### config.mk
export PLATFORM = sky130hd
export DESIGN_NAME = mips_control
export DESIGN_NICKNAME = d
export VERILOG_FILES = /design/src/rtl/mips_control.sv
export SDC_FILE = /design/constraint.sdc
export NUM_CORES = 1
export LEC_CHECK = 0
export BUFFER_PORTS_ARGS = -buffer_cell sky130_fd_sc_hd__buf_2
export CORE_UTILIZATION = 52
export CTS_CLUSTER_DIAMETER = 40
export CTS_CLUSTER_SIZE = 20
export DETAILED_ROUTE_END_ITERATION = 10
export GPL_TIMING_DRIVEN = 0
export PLACE_DENSITY = 0.82
export SYNTH_ARGS = -nofsm -noshare
export SYNTH_HDL_FRONTEND = slang
export SYNTH_SLANG_ARGS = --single-unit
### constraint.sdc
create_clock -name clk -period 4.4 [get_ports clk]
set_input_delay 1.32 -clock clk [delete_from_list [all_inputs] [get_ports clk]]
set_output_delay 1.32 -clock clk [all_outputs]
set_load 0.005 [all_outputs]
### src/rtl/mips_control.sv
// Multi-cycle fetch/decode/execute/writeback sequencer producing ALU and register-file controls.
// Optional `beq` support is enabled by defining MIPS_CTRL_BRANCH_EN.
module mips_control #(
  parameter logic [31:0] RESET_PC = 32'h0000_0000
) (
  input  logic        clk,
  input  logic        reset,
  output logic        fetch_req,
  output logic [31:0] fetch_addr,
  input  logic        fetch_ack,
  input  logic [31:0] fetch_data,
  output logic [31:0] pc,
  output logic [11:0] alu_ctrl,
  output logic        alu_src_imm,
  output logic [31:0] imm,
  input  logic        alu_zero,
  output logic [4:0]  rf_raddr1,
  output logic [4:0]  rf_raddr2,
  output logic [4:0]  rf_waddr,
  output logic        rf_we,
  output logic        halted,
  output logic [2:0]  o_dbg_state
);

  // Fetch handshake: an instruction is transferred on any cycle where
  // fetch_req && fetch_ack are both high; fetch_addr is held until then.
  typedef enum logic [2:0] {
    S_FETCH     = 3'd0,
    S_DECODE    = 3'd1,
    S_EXECUTE   = 3'd2,
    S_WRITEBACK = 3'd3,
    S_TRAP      = 3'd4
  } state_t;

  state_t      r_state;
  state_t      w_next;
  logic [31:0] r_instr;
  logic [31:0] r_pc;
  logic [11:0] r_alu_ctrl;
  logic        r_alu_src_imm;
  logic [31:0] r_imm;
  logic [4:0]  r_waddr;
  logic        r_is_beq;

  logic [5:0]  w_opcode;
  logic [5:0]  w_funct;
  logic [31:0] w_sext;
  logic        w_is_addi;
  logic        w_is_add;
  logic        w_is_beq;
  logic        w_take_branch;
  logic [31:0] w_pc_plus4;
  logic [31:0] w_branch_target;

  assign w_opcode        = r_instr[31:26];
  assign w_funct         = r_instr[5:0];
  assign w_sext          = {{16{r_instr[15]}}, r_instr[15:0]};
  assign w_is_addi       = (w_opcode == 6'b001000);
  assign w_is_add        = (w_opcode == 6'b000000) && (w_funct == 6'b100000);
  assign w_pc_plus4      = r_pc + 32'd4;
  assign w_branch_target = w_pc_plus4 + {r_imm[29:0], 2'b00};

`ifdef MIPS_CTRL_BRANCH_EN
  assign w_is_beq      = (w_opcode == 6'b000100);
  assign w_take_branch = alu_zero;
`else
  logic w_unused_zero;
  assign w_unused_zero = alu_zero;
  assign w_is_beq      = 1'b0;
  assign w_take_branch = 1'b0;
`endif

  always_comb begin
    w_next    = r_state;
    fetch_req = 1'b0;
    rf_we     = 1'b0;
    halted    = 1'b0;
    case (r_state)
      S_FETCH: begin
        fetch_req = !reset;
        if (fetch_ack) w_next = S_DECODE;
      end
      S_DECODE: begin
        if (w_is_addi || w_is_add || w_is_beq) w_next = S_EXECUTE;
        else                                   w_next = S_TRAP;
      end
      S_EXECUTE: w_next = r_is_beq ? S_FETCH : S_WRITEBACK;
      S_WRITEBACK: begin
        // Writes to $0 are architecturally discarded, so no strobe.
        rf_we  = (r_waddr != 5'd0) && !reset;
        w_next = S_FETCH;
      end
      S_TRAP: begin
        halted = 1'b1;
        w_next = S_TRAP;
      end
      default: w_next = S_FETCH;
    endcase
  end

  always_ff @(posedge clk) begin
    if (reset) begin
      r_state       <= S_FETCH;
      r_pc          <= RESET_PC;
      r_instr       <= 32'd0;
      r_alu_ctrl    <= 12'd0;
      r_alu_src_imm <= 1'b0;
      r_imm         <= 32'd0;
      r_waddr       <= 5'd0;
      r_is_beq      <= 1'b0;
    end else begin
      r_state <= w_next;
      case (r_state)
        S_FETCH: if (fetch_ack) r_instr <= fetch_data;
        S_DECODE: begin
          if (w_is_addi) begin
            r_alu_ctrl    <= 12'b001000_000000;
            r_alu_src_imm <= 1'b1;
            r_imm         <= w_sext;
            r_waddr       <= r_instr[20:16];
            r_is_beq      <= 1'b0;
          end else if (w_is_add) begin
            r_alu_ctrl    <= 12'b000000_100000;
            r_alu_src_imm <= 1'b0;
            r_imm         <= w_sext;
            r_waddr       <= r_instr[15:11];
            r_is_beq      <= 1'b0;
          end else if (w_is_beq) begin
            r_alu_ctrl    <= 12'b000100_000000;
            r_alu_src_imm <= 1'b0;
            r_imm         <= w_sext;
            r_is_beq      <= 1'b1;
          end
        end
        S_EXECUTE: if (r_is_beq) r_pc <= w_take_branch ? w_branch_target : w_pc_plus4;
        S_WRITEBACK: r_pc <= w_pc_plus4;
        default: ;
      endcase
    end
  end

  assign pc          = r_pc;
  assign fetch_addr  = r_pc;
  assign alu_ctrl    = r_alu_ctrl;
  assign alu_src_imm = r_alu_src_imm;
  assign imm         = r_imm;
  assign rf_waddr    = r_waddr;
  assign rf_raddr1   = r_instr[25:21];
  assign rf_raddr2   = r_instr[20:16];
  assign o_dbg_state = r_state;

endmodule

==> flow_metrics.py <==
metrics = {
    "die": {
        "ios": 166,
        "die_y_um": 91.7,
        "fp.coreArea_sq_um": 7770,
        "rows": 32,
        "start_util_pct": 53.9,
        "die-area_sq_um": 8410,
        "die_w_um": 91.7,
    },
    "sta": {
        "finalSetupViolCount": 0,
        "fmax_ghz": 0.277,
        "fin_ws_ps": 792,
        "fin_skew_ps": 11.8,
        "min_period_over_period_pct": 82.0,
        "tightest_slew_ps": 861,
        "max_slew_margin_pct": 41.8,
        "final.setup.tns_ps": 0,
        "rsz0062_at_grt": "false",
        "drv_slew": 0,
        "finalCriticalPeriod_ps": 3610,
        "hold_viol": 0,
    },
    "critical_path": {
        "r2r_setup_slack_ps": 2030,
        "crit_fanout": 10,
        "r2r_start": "r_instr[0]",
        "cp-end-kind": "primary output",
        "cp.arrival_ps": 2290,
        "cp.required_ps": 3080,
        "startpoint_type": "input port",
        "r2r-end": "imm[4]",
        "startpoint": "reset",
        "path_class": "in -> out",
        "ff2ff_path_depth": 6,
    },
    "yosys": {
        "synth_area_leaders": "dfxtp_1 42%, buf_4 13%, a21oi_1 9.0%, nand2_1 6.9%, or4_1 3.6%",
        "yosys.area.top_type": "dfxtp_1",
        "ys_warn_count": 0,
        "yosysUniqueCellTypes": 43,
        "synth_edf_count": 0,
        "postSynthAreaPerCell_sq_um": 8.18,
        "yosysSeqAreaShare_pct": 42.1,
        "synth_ff_type": "dfxtp_1",
        "async_reset_ff_share_pct": 0,
        "synth_top_area_share_pct": 42.1,
        "syn_inst": 512,
        "ys_seq_elements": 88,
        "synth_area_sq_um": 4190,
    },
    "detailed_routing": {
        "vias": 4265,
        "firstDrtPassIters": 4,
        "drc_errors": 0,
        "post_drt_wl_per_cell_um": 13.6,
        "ant_nets": 0,
        "met1_length_mm": 4.62,
        "wl_met3_um": 646,
        "vias_per_cell": 5.38,
        "finalWirelength_mm": 10.8,
        "dr_wl_met2_mm": 5.25,
        "dr.first_iter.drc_count": 159,
        "top_layer_used": "met4",
    },
    "finish": {
        "layout-drive-gt1-share_pct": 35.6,
        "num_antenna_cells": 0,
        "nNetsFinal": 723,
        "layout_common_cells": "151 x buf_2, 88 x dfxtp_1, 77 x nand2_1",
        "layout_commonest_cell": "buf_2",
        "multiInputGateArea_sq_um": 1790,
        "regArea_sq_um": 1760,
        "area_growth_pct": 26.7,
        "fillers": 668,
    },
    "placement": {
        "dpl.hpwl_mm": 8.06,
        "pre_cts_slack_ps": 809,
        "globalplace.congestion": 0.804,
        "port-buffer-count": 150,
    },
    "cts": {
        "holdBufCountCts": 0,
        "clockBufferDepth": 2,
        "numCtsBuffers": 9,
        "cts_tree": "done",
        "clock-sinks": 88,
        "cts_repair_resize_count": 0,
        "clkLatencyLatePin_ps": 360,
        "path_clk_slew_ps": 80,
        "cts_setup_buffers": 0,
        "cts_root_buffer": "clkbuf_8",
        "htree_levels": 3,
    },
    "job": {
        "cap_violations": 0,
    },
    "grt": {
        "grt_max_degree": 19,
        "antenna_found_initial": 0,
        "grt_pass1_wl_mm": 17.5,
        "first_global_vias": 3856,
        "gr-total-overflow": 0,
        "track_usage_pct": 26.0,
    },
    "power_and_ir_drop": {
        "ir_drop_mv": 0.173,
        "power.density_nw_per_um2": 293,
        "p_leak_nw": 2.45,
    },
    "min_path": {
        "min_path_type": "reg -> reg",
        "holdPathStages": 2,
        "worstHoldStart": "r_instr[21]",
        "holdPathEnd": "r_instr[21]",
    },
    "run_status": {
        "status": "completed",
    },
}
==> logic make-up after synthesis <==
family          synth area share [%]
flops                           42.1
compound gates                  16.8
fa+ha+maj                      0.299
mux                            0.269
simple gates                    22.4
xor+xnor                        1.67
other cells                   0.0896
buf+inv                         16.4
==> worst max path at each step <==
stage / end / depth (start not counted)
CTS: rf_we / 4
detailed placement: rf_we / 4
global placement: rf_we / 4
floorplan: fetch_req / 2
global route: rf_we / 4
finish: rf_we / 4
==> per-stage QoR <==
step / cell area, sq um / utilization [%] / hold slack, ps / cells / total power [mW]
after floorplan: 4240 / - / 431 / 525 / 0.968
after global placement: 5110 / 65.8 / 444 / 777 / 1.03
after detailed placement: 5110 / 65.8 / 447 / 777 / 1.03
after CTS: 5300 / 68.3 / 458 / 793 / 1.56
after global routing: 5300 / 68.3 / 490 / 793 / 1.62
final: 5300 / 68.3 / 458 / 793 / 1.56
==> registers in the layout, indices dropped and copies added (netlist names) <==
| register | cells |
|---|---|
| alu_ctrl | 2 |
| imm | 16 |
| rf_waddr | 5 |
| fetch_addr | 30 |
| r_instr | 32 |
| o_dbg_state | 3 |
==> report_power, final <==
part	leakage (nW)	internal [mW]	switching, mW
clock network	0.0963	0.240	0.299
logic	1.64	0.0689	0.109
registers	0.714	0.821	0.0176
total	2.45	1.13	0.426
==> layer usage <==
layer | GRT usage, % | vias to the layer above
met1 | 33.3 | 2025
li1 | - | 2062
met2 | 42.6 | 157
met5 | 0 | -
met4 | 13.2 | 0
met3 | 3.73 | 21
==> Yosys cell counts (4+ instances only) <==
master / n
a21o_1: 4
a21oi_1: 75
buf_4: 71
clkbuf_1: 31
dfxtp_1: 88
inv_1: 6
nand2_1: 77
nand3_1: 23
nand4_1: 7
nand4b_1: 4
nor2_1: 14
nor3_1: 4
nor4_1: 6
o21ai_0: 19
o31ai_1: 16
or4_1: 20
xnor2_1: 6
==> worst max-delay path: stages <==
cell	delay, ps
buf_2	140
clkbuf_1	280
a211oi_1	360
buf_2	180
==> layout make-up <==
type,count,area share (%)
plain buffers,104,12.6
clock buffers,11,2.85
clock inverters,5,0.731
inverters,6,0.425
multi-input cells,327,33.7
flip-flops and latches,88,33.2
well taps,102,2.41
repair buffers,150,14.2
(Power assumes the default switching activity.)
